==> config.mk <==
export PLATFORM = sky130hd
export DESIGN_NAME = spi_link
export DESIGN_NICKNAME = d
export VERILOG_FILES = /design/src/rtl/spi_pkg.sv /design/src/rtl/spi_master.sv /design/src/rtl/spi_slave.sv /design/src/rtl/spi_link.sv
export SDC_FILE = /design/constraint.sdc
export NUM_CORES = 1
export LEC_CHECK = 0
export CORE_AREA = 2 2 142 144
export CTS_BUF_LIST = sky130_fd_sc_hd__clkbuf_4 sky130_fd_sc_hd__clkbuf_8
export DETAILED_ROUTE_END_ITERATION = 7
export DIE_AREA = 0 0 144 146
export DONT_BUFFER_PORTS = 1
export GPL_ROUTABILITY_DRIVEN = 0
export GPL_TIMING_DRIVEN = 0
export HOLD_SLACK_MARGIN = 0.03
export SLEW_MARGIN = 20
export SYNTH_ARGS = -nofsm -noshare
export SYNTH_HDL_FRONTEND = slang
export SYNTH_SLANG_ARGS = --single-unit
==> constraint.sdc <==
create_clock -name CLK -period 3.8 [get_ports CLK]
set_input_delay 0.57 -clock CLK [delete_from_list [all_inputs] [get_ports CLK]]
set_output_delay 0.57 -clock CLK [all_outputs]
set_load 0.01 [all_outputs]
==> src/rtl/spi_pkg.sv <==
// Shared definitions for the SPI loopback fabric: word width, mode codes,
// master FSM states and the mode-to-clock-configuration decode.
package spi_pkg;

  localparam int WIDTH_DEF = 8;

  localparam logic [1:0] MODE0 = 2'd0;
  localparam logic [1:0] MODE1 = 2'd1;
  localparam logic [1:0] MODE2 = 2'd2;
  localparam logic [1:0] MODE3 = 2'd3;

  typedef enum logic [1:0] {
    ST_IDLE,
    ST_SETUP,
    ST_XFER,
    ST_DONE
  } mstate_e;

  typedef struct packed {
    logic cpol;
    logic cpha;
  } spi_cfg_t;

  // MODE 0..3 maps to {CPOL,CPHA} = 00, 01, 11, 10.
  function automatic spi_cfg_t mode_decode(input logic [1:0] mode);
    spi_cfg_t cfg;
    case (mode)
      MODE0:   cfg = '{cpol: 1'b0, cpha: 1'b0};
      MODE1:   cfg = '{cpol: 1'b0, cpha: 1'b1};
      MODE2:   cfg = '{cpol: 1'b1, cpha: 1'b1};
      default: cfg = '{cpol: 1'b1, cpha: 1'b0};
    endcase
    return cfg;
  endfunction

endpackage

==> src/rtl/spi_master.sv <==
// SPI master: transfer FSM, SCLK generation, slave-select drive and the
// master side of the full-duplex shift path.
module spi_master
  import spi_pkg::*;
#(
  parameter int WIDTH     = WIDTH_DEF,
  parameter int SCLK_HALF = 2
) (
  input  logic             clk_i,
  input  logic             rst_i,
  input  logic [1:0]       mode_i,
  input  logic [2:0]       ss_req_i,
  input  logic             start_i,
  input  logic             load_i,
  input  logic [WIDTH-1:0] data_i,
  input  logic             miso_i,
  output logic             sclk_o,
  output logic             mosi_o,
  output logic [2:0]       ss_n_o,
  output logic             busy_o,
  output logic             idle_o,
  output logic             cpol_o,
  output logic             cpha_o,
  output logic [WIDTH-1:0] shift_o,
  output logic [WIDTH-1:0] main_o
);

  localparam int CW = (SCLK_HALF > 1) ? $clog2(SCLK_HALF) : 1;
  localparam int EW = $clog2(2 * WIDTH + 1);

  mstate_e          state_q, state_d;
  logic [CW-1:0]    cnt_q, cnt_d;
  logic [EW-1:0]    edge_cnt_q, edge_cnt_d;
  logic             sclk_q, sclk_d;
  logic [2:0]       ss_q, ss_d;
  logic             cpol_q, cpol_d;
  logic             cpha_q, cpha_d;
  logic             start_q;
  logic [WIDTH-1:0] shift_q, shift_d;
  logic [WIDTH-1:0] main_q, main_d;
  logic             hold_q, hold_d;
  logic             tx_q, tx_d;

  spi_cfg_t mode_cfg;
  logic     start_rise;
  logic     half_done;

  assign mode_cfg   = mode_decode(mode_i);
  assign start_rise = start_i & ~start_q;
  assign half_done  = (cnt_q == CW'(SCLK_HALF - 1));

  // Next-state and datapath update for the transfer FSM.
  // NOTE: every _d gets its hold value first so no path leaves it unassigned,
  // which is what keeps this block from inferring latches.
  always_comb begin
    state_d    = state_q;
    cnt_d      = cnt_q;
    edge_cnt_d = edge_cnt_q;
    sclk_d     = sclk_q;
    ss_d       = ss_q;
    cpol_d     = cpol_q;
    cpha_d     = cpha_q;
    shift_d    = shift_q;
    main_d     = main_q;
    hold_d     = hold_q;
    tx_d       = tx_q;

    unique case (state_q)
      ST_IDLE: begin
        sclk_d = mode_cfg.cpol;
        if (load_i) begin
          shift_d = data_i;
          main_d  = data_i;
        end
        if (start_rise) begin
          state_d    = ST_SETUP;
          cpol_d     = mode_cfg.cpol;
          cpha_d     = mode_cfg.cpha;
          ss_d       = ss_req_i;
          cnt_d      = '0;
          edge_cnt_d = '0;
        end
      end

      ST_SETUP: begin
        if (half_done) begin
          cnt_d   = '0;
          state_d = ST_XFER;
        end else begin
          cnt_d = cnt_q + 1'b1;
        end
      end

      ST_XFER: begin
        if (!half_done) begin
          cnt_d = cnt_q + 1'b1;
        end else begin
          cnt_d = '0;
          // A trailing half-period follows the last edge so the slaves,
          // which act one CLK late, still see their select asserted.
          if (edge_cnt_q == EW'(2 * WIDTH)) begin
            state_d = ST_DONE;
            ss_d    = '1;
          end else begin
            sclk_d     = ~sclk_q;
            edge_cnt_d = edge_cnt_q + 1'b1;
            if (sclk_q == cpol_q) begin
              // Leading edge: SCLK leaves its idle level.
              if (cpha_q) begin
                tx_d    = shift_q[WIDTH-1];
                shift_d = {shift_q[WIDTH-2:0], 1'b0};
              end else begin
                hold_d = miso_i;
              end
            end else begin
              // Trailing edge: SCLK returns to its idle level.
              if (cpha_q) begin
                shift_d = {shift_q[WIDTH-1:1], miso_i};
              end else begin
                shift_d = {shift_q[WIDTH-2:0], hold_q};
              end
            end
          end
        end
      end

      ST_DONE: begin
        sclk_d  = cpol_q;
        state_d = ST_IDLE;
      end

      default: state_d = ST_IDLE;
    endcase
  end

  // State register; reset aborts any transfer and clears all data.
  // NOTE: sequential state uses non-blocking assignments so every flop
  // samples the pre-edge values regardless of statement order.
  always_ff @(posedge clk_i or posedge rst_i) begin
    if (rst_i) begin
      state_q    <= ST_IDLE;
      cnt_q      <= '0;
      edge_cnt_q <= '0;
      sclk_q     <= 1'b0;
      ss_q       <= '1;
      cpol_q     <= 1'b0;
      cpha_q     <= 1'b0;
      start_q    <= 1'b0;
      shift_q    <= '0;
      main_q     <= '0;
      hold_q     <= 1'b0;
      tx_q       <= 1'b0;
    end else begin
      state_q    <= state_d;
      cnt_q      <= cnt_d;
      edge_cnt_q <= edge_cnt_d;
      sclk_q     <= sclk_d;
      ss_q       <= ss_d;
      cpol_q     <= cpol_d;
      cpha_q     <= cpha_d;
      start_q    <= start_i;
      shift_q    <= shift_d;
      main_q     <= main_d;
      hold_q     <= hold_d;
      tx_q       <= tx_d;
    end
  end

  // While idle (including during reset) SCLK follows the live MODE's CPOL.
  assign sclk_o  = (state_q == ST_IDLE) ? mode_cfg.cpol : sclk_q;
  assign mosi_o  = cpha_q ? tx_q : shift_q[WIDTH-1];
  assign ss_n_o  = ss_q;
  assign busy_o  = (state_q == ST_SETUP) || (state_q == ST_XFER);
  assign idle_o  = (state_q == ST_IDLE);
  assign cpol_o  = cpol_q;
  assign cpha_o  = cpha_q;
  assign shift_o = shift_q;
  assign main_o  = main_q;

endmodule

==> src/rtl/spi_slave.sv <==
// SPI slave in the system clock domain: detects SCLK edges by registering
// SCLK and runs the slave side of the shift path while selected.
module spi_slave
  import spi_pkg::*;
#(
  parameter int WIDTH = WIDTH_DEF
) (
  input  logic             clk_i,
  input  logic             rst_i,
  input  logic             sclk_i,
  input  logic             ss_n_i,
  input  logic             mosi_i,
  input  logic             cpol_i,
  input  logic             cpha_i,
  input  logic             load_i,
  input  logic [WIDTH-1:0] data_i,
  output logic             miso_o,
  output logic [WIDTH-1:0] state_o,
  output logic [WIDTH-1:0] main_o
);

  logic             sclk_prev_q;
  logic [WIDTH-1:0] shift_q, shift_d;
  logic [WIDTH-1:0] main_q, main_d;
  logic             hold_q, hold_d;
  logic             tx_q, tx_d;

  logic sclk_edge;
  logic lead;
  logic trail;

  assign sclk_edge = sclk_i ^ sclk_prev_q;
  assign lead      = sclk_edge & (sclk_i != cpol_i);
  assign trail     = sclk_edge & (sclk_i == cpol_i);

  // Shift on detected SCLK edges while selected; load only while deselected.
  always_comb begin
    shift_d = shift_q;
    main_d  = main_q;
    hold_d  = hold_q;
    tx_d    = tx_q;
    if (!ss_n_i) begin
      if (lead) begin
        if (cpha_i) begin
          tx_d    = shift_q[WIDTH-1];
          shift_d = {shift_q[WIDTH-2:0], 1'b0};
        end else begin
          hold_d = mosi_i;
        end
      end else if (trail) begin
        if (cpha_i) begin
          shift_d = {shift_q[WIDTH-1:1], mosi_i};
        end else begin
          shift_d = {shift_q[WIDTH-2:0], hold_q};
        end
      end
    end else if (load_i) begin
      shift_d = data_i;
      main_d  = data_i;
    end
  end

  // Slave registers and SCLK history for edge detection.
  always_ff @(posedge clk_i or posedge rst_i) begin
    if (rst_i) begin
      sclk_prev_q <= 1'b0;
      shift_q     <= '0;
      main_q      <= '0;
      hold_q      <= 1'b0;
      tx_q        <= 1'b0;
    end else begin
      sclk_prev_q <= sclk_i;
      shift_q     <= shift_d;
      main_q      <= main_d;
      hold_q      <= hold_d;
      tx_q        <= tx_d;
    end
  end

  assign miso_o  = cpha_i ? tx_q : shift_q[WIDTH-1];
  assign state_o = shift_q;
  assign main_o  = main_q;

endmodule

==> src/rtl/spi_link.sv <==
// SPI loopback fabric: one master and three slaves on a shared bus, with
// the MISO priority mux and the selected-slave main-register view.
module spi_link
  import spi_pkg::*;
#(
  parameter int WIDTH     = WIDTH_DEF,
  parameter int SCLK_HALF = 2
) (
  input  logic             CLK,
  input  logic             RST,
  input  logic [1:0]       MODE,
  input  logic [2:0]       SS_IN,
  input  logic             START,
  input  logic             LOAD_M,
  input  logic [WIDTH-1:0] DATA_M,
  input  logic             LOAD_S,
  input  logic [WIDTH-1:0] DATA_S,
  output logic             SCLK,
  output logic             BUSY,
  output logic [WIDTH-1:0] OUT_STATE_MASTER,
  output logic [WIDTH-1:0] OUT_MAIN_MASTER,
  output logic [WIDTH-1:0] OUT_STATE_S1,
  output logic [WIDTH-1:0] OUT_STATE_S2,
  output logic [WIDTH-1:0] OUT_STATE_S3,
  output logic [WIDTH-1:0] OUT_MAIN_SLAVE
);

  logic             sclk;
  logic             mosi;
  logic             miso;
  logic [2:0]       ss_n;
  logic             idle;
  logic             cpol;
  logic             cpha;
  logic [2:0]       s_miso;
  logic [WIDTH-1:0] s_state [3];
  logic [WIDTH-1:0] s_main  [3];
  logic [WIDTH-1:0] main_slave_q, main_slave_d;

  spi_master #(
    .WIDTH    (WIDTH),
    .SCLK_HALF(SCLK_HALF)
  ) u_master (
    .clk_i   (CLK),
    .rst_i   (RST),
    .mode_i  (MODE),
    .ss_req_i(SS_IN),
    .start_i (START),
    .load_i  (LOAD_M),
    .data_i  (DATA_M),
    .miso_i  (miso),
    .sclk_o  (sclk),
    .mosi_o  (mosi),
    .ss_n_o  (ss_n),
    .busy_o  (BUSY),
    .idle_o  (idle),
    .cpol_o  (cpol),
    .cpha_o  (cpha),
    .shift_o (OUT_STATE_MASTER),
    .main_o  (OUT_MAIN_MASTER)
  );

  for (genvar i = 0; i < 3; i++) begin : g_slave
    spi_slave #(
      .WIDTH(WIDTH)
    ) u_slave (
      .clk_i  (CLK),
      .rst_i  (RST),
      .sclk_i (sclk),
      .ss_n_i (ss_n[i]),
      .mosi_i (mosi),
      .cpol_i (cpol),
      .cpha_i (cpha),
      .load_i (LOAD_S & idle),
      .data_i (DATA_S),
      .miso_o (s_miso[i]),
      .state_o(s_state[i]),
      .main_o (s_main[i])
    );
  end

  // MISO priority: slave1, then slave2, then slave3, else a quiet bus.
  always_comb begin
    if (!ss_n[0])      miso = s_miso[0];
    else if (!ss_n[1]) miso = s_miso[1];
    else if (!ss_n[2]) miso = s_miso[2];
    else               miso = 1'b0;
  end

  // Selected slave's main byte, same priority; holds when none selected.
  always_comb begin
    main_slave_d = main_slave_q;
    if (!ss_n[0])      main_slave_d = s_main[0];
    else if (!ss_n[1]) main_slave_d = s_main[1];
    else if (!ss_n[2]) main_slave_d = s_main[2];
  end

  // Register for the selected-slave main byte.
  always_ff @(posedge CLK or posedge RST) begin
    if (RST) main_slave_q <= '0;
    else     main_slave_q <= main_slave_d;
  end

  assign SCLK           = sclk;
  assign OUT_STATE_S1   = s_state[0];
  assign OUT_STATE_S2   = s_state[1];
  assign OUT_STATE_S3   = s_state[2];
  assign OUT_MAIN_SLAVE = main_slave_q;

endmodule

## Yosys cells after proc, flatten, opt, wreduce, memory -nomap -nowiden

Index checks and enable logic that the tools add are counted.
W data, S select, Z words.

- Add/subtract/negate cells: 2
- Muxes and demuxes: 54
- Bitwise gates (word level): 12
- Equal/unequal tests: 27
- Reduce and logical (&&, ||, !) cells: 36

Operators by type and width:

| cell | count |
|---|---|
| $mux W8 | 25 |
| $reduce_and A3 Y1 | 10 |
| $reduce_and A4 Y1 | 6 |
| $pmux W8 S2 | 1 |
| $mux W5 | 3 |
| $ne A3 B3 Y1 const B | 5 |
| $reduce_and A5 Y1 | 3 |
| $ne A2 B1 Y1 const B | 7 |
| $mux W1 | 12 |
| $reduce_and A2 Y1 | 6 |
| $reduce_bool A3 Y1 | 4 |
| $pmux W5 S2 | 1 |
| $mux W3 | 3 |
| $ne A3 B1 Y1 const B | 3 |
| $mux W2 | 4 |
| $pmux W2 S4 | 1 |
| $not A1 Y1 | 7 |
| $eq A2 B2 Y1 const B | 3 |
| $pmux W2 S3 | 1 |
| $pmux W3 S2 | 1 |
| $reduce_and A6 Y1 | 1 |
| $add A5 B1 Y5 const B | 1 |
| $eq A5 B5 Y1 const B | 1 |
| $and A1 B1 Y1 | 4 |
| other kinds (13) | 18 |

- Logic and storage cells: 161
- Input port bits: 26
- Register bits: 96

## Depth between registers and ports, before layout

- Depth after elaboration: 9
- Gate-level depth with buffers: 10
- Depth with buffers taken out: 7

## Hierarchy

From an unflattened synthesis, not the netlist that was laid out.

- Cells, all modules: 421
- Area total of the unflattened synthesis: 5133.7 µm²

By module, submodules not included:

| module | cells each | times used | area an instance (µm²) | seq. area each (µm²) |
|---|---|---|---|---|
| spi_slave | 76 | 3 | 957.2 | 475.5 |
| spi_master | 147 | 1 | 1760.4 | 829.5 |
| spi_link | 46 | 1 | 501.7 | 200.2 |

## Least setup slack after synthesis

No wires, ideal clock.

- Path kind: input-to-reg
- From: input port MODE[0]
- To: register g_slave[2].u_slave.shift_q[1]
- Setup time: 0.128 ns
- Path buffers: 0
- Stages: 7
- Slack: 1.381 ns
- Data arrival time: 2.291 ns
- Cells stage by stage: inv_1 -> ha_1 -> or3b_4 -> and3_4 -> or4_1 -> nand3_2 -> mux2_1

- Word-level cells in the longest chain between the ends: 7
- Elaborated cells between the ends (all ways): 16
- Those cells by class: eq/ne (6); mux (4); bitwise (3); reduce/logical (3)

RTL lines:

| what | RTL line | text |
|---|---|---|
| from (decl) | spi_link.sv:11 | `input logic [1:0] MODE,` |
| $eq A2 B2 Y1, or another cell as far along | spi_pkg.sv:27 | `case (mode)` |
| $pmux W2 S3 * | spi_pkg.sv:27 |  |
| $mux W1 * | spi_master.sv:170 | `assign sclk_o = (state_q == ST_IDLE) ? mode_cfg.cpol : sclk_q;` |
| $xor A1 B1 Y1, or another cell as far along | spi_slave.sv:32 | `assign sclk_edge = sclk_i ^ sclk_prev_q;` |
| $and A1 B1 Y1 (on tied branches) | -- |  |
| $ne A3 B1 Y1 (no source line), or another cell as far along | -- |  |
| $reduce_and A4 Y1 (no source line) / $mux W8 (equally long branches) | -- |  |
| to (signal assigned) | spi_slave.sv:73 | `shift_q <= shift_d;` |
| to (decl) | spi_slave.sv:23 | `logic [WIDTH-1:0] shift_q, shift_d;` |

Mark *: on every way between the ends. The rest lies on a longest branch, timed or not.
A chain may end at the register's enable or synchronous reset.

## Worst setup path in the final report

- From: register u_master.state_q[0]
- To: register u_master.state_q[1]

- Word-level cells in the longest chain between the ends: 3
- Elaborated cells between the ends (all ways): 10
- Those cells by class: eq/ne (7); mux (1); reduce/logical (2)

RTL lines:

| what | RTL line | text |
|---|---|---|
| from (decl) | spi_master.sv:31 | `mstate_e state_q, state_d;` |
| from (signal assigned) | spi_master.sv:154 | `state_q <= state_d;` |
| $eq A2 B1 Y1, or another cell as far along | spi_master.sv:68 | `unique case (state_q)` |
| $ne A2 B1 Y1 (no source line) | -- |  |
| $reduce_and A4 Y1 (no source line) | -- |  |

Several ways; a longest one is shown, not always the timed one.

==> results.sh <==
export IMPL_firstDrtPassIters=5
export IMPL_die_y_um=146
export IMPL_drtAntennaViolNets=0
export IMPL_rows=51
export IMPL_grt_max_degree=75
export IMPL_clock_skew_ns=0.0234
export IMPL_fin_util=0.279
export IMPL_hold_worst_slack_ns=0.216
export IMPL_path_class="flop to flop"
export IMPL_avgSynthCellArea_um2=11.0
export IMPL_synth_edf_count=0
export IMPL_synth_simple_area_share=0.100
export IMPL_hold_path_class="input pin to flop"
export IMPL_crit_fanout=10
export IMPL_final_setup_viol_count=0
export IMPL_end_kind="flop"
export IMPL_postCtsSetupBuffers=0
export IMPL_synth_top_family_by_area="compound AO/OA/AOI/OAI gates"
export IMPL_cp_slowest_cell="a2bb2oi_1"
export IMPL_outcome="finished, final reports clean"
export IMPL_area_delta_synth_final_pct=11.9
export IMPL_hold_violations=0
export IMPL_max_stage_delay_ns=0.53
export IMPL_core_region_area_um2=19300
export IMPL_p_per_area_nw_per_um2=969
export IMPL_dr_first_iter_drc_count=245
export IMPL_nNetsFinal=485
export IMPL_hpwlAfterDp_um=9750
export IMPL_cts_sinks=96
export IMPL_synth_top_flop_cell="dfrtp_1"
export IMPL_synth_compound_area_share=0.184
export IMPL_pre_cts_ws_ns=1.17
export IMPL_layout_common_cells="93 x dfrtp_1, 45 x nand2_1, 45 x mux2_2, 39 x o21ai_0, 23 x nor2_1"
export IMPL_syn_nets=472
export IMPL_numCtsBuffers=9
export IMPL_fmax_mhz=376
export IMPL_min_period_ns=2.66
export IMPL_dieArea_um2=21000
export IMPL_synth_warnings=0
export IMPL_final_area_um2=5390
export IMPL_drive_gt1_frac=0.196
export IMPL_cap_violations=0
export IMPL_netlist_area_um2=4820
export IMPL_yosysSeqAreaShare=0.499
export IMPL_n_antenna_cell=0
export IMPL_grtUsageTotal=0.130
export IMPL_post_route_period_util=0.700
export IMPL_die_w_um=144
export IMPL_final_common_cell="dfrtp_1"
export IMPL_maxSlewViolCount=0
export IMPL_antenna_found_initial=0
export IMPL_cp_common_cell="inv_1"
export IMPL_yosysUniqueCellTypes=62
export IMPL_worst_pin_slew_ns=0.886
export IMPL_vias=3622
export IMPL_clk_latency_ns=0.39
export IMPL_rsz0062_at_grt="no"
export IMPL_vdd_ir_drop_max_mv=0.396
export IMPL_synth_cells=437
export IMPL_synth_xor_area_frac=0.00364
export IMPL_muxShareOfSynthArea=0.157
export IMPL_worstPathRequired_ns=4.07
export IMPL_start_util=0.249
export IMPL_ys_ff_latch=96
export IMPL_setup_slack_ns=1.14
export IMPL_power_leakage_nw=2.27
export IMPL_crit_chain="inv_1, ha_1, buf_2, inv_1, a2bb2oi_1, a21boi_1, o21ai_0, mux2_2"
export IMPL_arrival_ns=2.93
export IMPL_cp_top_family="compound AO/OA/AOI/OAI gates"
export IMPL_critPathBufInv=3
export IMPL_drc=0
export IMPL_root_buffer="clkbuf_8"
export IMPL_synthAdderAreaFrac=0.0234
export IMPL_pin_count=76
export IMPL_cts_tree="yes"
export IMPL_h_tree_depth=3
export IMPL_slew_headroom=0.409
export IMPL_wirelength_um=13300
export IMPL_vias_per_cell=5.03
export IMPL_overflow=0
export IMPL_async_flop_share=1.00
export IMPL_wl_per_cell_um=18.5
export IMPL_path_clk_slew_ns=0.09
export IMPL_nFillCells=1994
export IMPL_io_buffer_count=0
export IMPL_power_total_mw=5.22
export IMPL_grt_pass1_wl_um=21100
export IMPL_grt_pass1_vias=3680
export IMPL_cp_start_kind="flop"
export IMPL_dpl_cell_area_um2=5180
export IMPL_clk_path_buf_depth=2
## what timing repair did
item / in CTS / in global routing
endpoints found under the hold margin: 22 / 0
hold buffers: 1 / 0
gates resized for setup: 0 / 0
## through the flow
step | TNS [ns] | cells
after global placement | -23.35 | 702
after CTS | 0 | 720
after detailed placement | 0 | 703
after global routing | 0 | 720
after floorplan | 0 | 437
final | 0 | 720
## synth_stat cells, types with 2 or more instances
library cell  instances  area (µm²)
dfrtp_1              93        2330
mux2_2               45         507
nand2_1              45         169
o21ai_0              39         195
nor2_1               23        86.3
a22o_1               18         158
mux2i_1              14         140
clkbuf_1             13        48.8
inv_1                13        48.8
a21o_1                9        67.6
ha_1                  9         113
o22ai_1               9        56.3
a211oi_1              8        60.1
a21oi_1               7        35.0
a2bb2oi_1             7        61.3
mux2_1                7        78.8
nand3_1               7        35.0
and2_1                5        31.3
buf_1                 4        15.0
buf_2                 4        20.0
dfstp_2               3        78.8
nand2b_1              3        18.8
nand4_1               3        18.8
nor3_1                3        15.0
o31ai_1               3        22.5
mux2_4                2        30.0
o211ai_1              2        15.0
o21a_1                2        15.0
o21ai_1               2        10.0
o221ai_1              2        17.5
or2_2                 2        12.5
## power by group
group | switching [mW] | internal (mW) | total (mW)
Sequential | 0.541 | 1.54 | 2.08
Clock | 0.421 | 0.259 | 0.681
Combinational | 1.37 | 1.09 | 2.47
Total | 2.34 | 2.89 | 5.22
## state kept, by name (all words and copies together) (netlist names), 5 cells and up
signal / cells
u_master.edge_cnt_q: 5
u_master.shift_o: 8
g_slave.u_slave.state_o: 24
u_master.main_o: 8
OUT_MAIN_SLAVE: 8
g_slave.u_slave.main_o: 24
## cell type report
class | instances | area, µm² | share of cell area
inverters | 14 | 57.6 | 0.0107
well taps | 265 | 332 | 0.0615
plain buffers | 23 | 103 | 0.0190
clock inverters | 7 | 73.8 | 0.0137
repair buffers | 2 | 37.5 | 0.00697
flip-flops and latches | 96 | 2410 | 0.446
clock buffers | 9 | 124 | 0.0230
multi-input cells | 304 | 2260 | 0.419
## kinds of logic after synthesis
family / after synthesis
flops: 96
mux: 68
xor+xnor: 2
compound gates: 123
fa+ha+maj: 9
buf+inv: 37
simple gates: 102
## layer usage
layer	vias up	GRT usage	part of all wire	wire [µm]
li1	1620	-	-	-
met1	1860	0.167	0.43	5800
met2	124	0.203	0.46	6180
met3	18	0.0490	0.083	1110
met4	0	0.0358	0.019	255
met5	-	0	0	0
## path summary, 6_finish.rpt
path                                               from                            to  slack (ns)  cells past startpoint
setup / recovery                    u_master.state_q[0]           u_master.state_q[1]        1.14                      8
hold / removal                                    START              u_master.start_q        0.22                      0
setup reg to reg                    u_master.state_q[0]           u_master.state_q[1]        1.14                      8
hold reg to reg            g_slave[0].u_slave.main_o[6]             OUT_MAIN_SLAVE[6]        0.49                      1
max in group asynchronous                           RST            u_master.ss_n_o[2]        2.53                      3
min in group asynchronous                           RST  g_slave[0].u_slave.main_o[3]        0.60                      2
No activity file was read; power rests on OpenSTA's default activity.
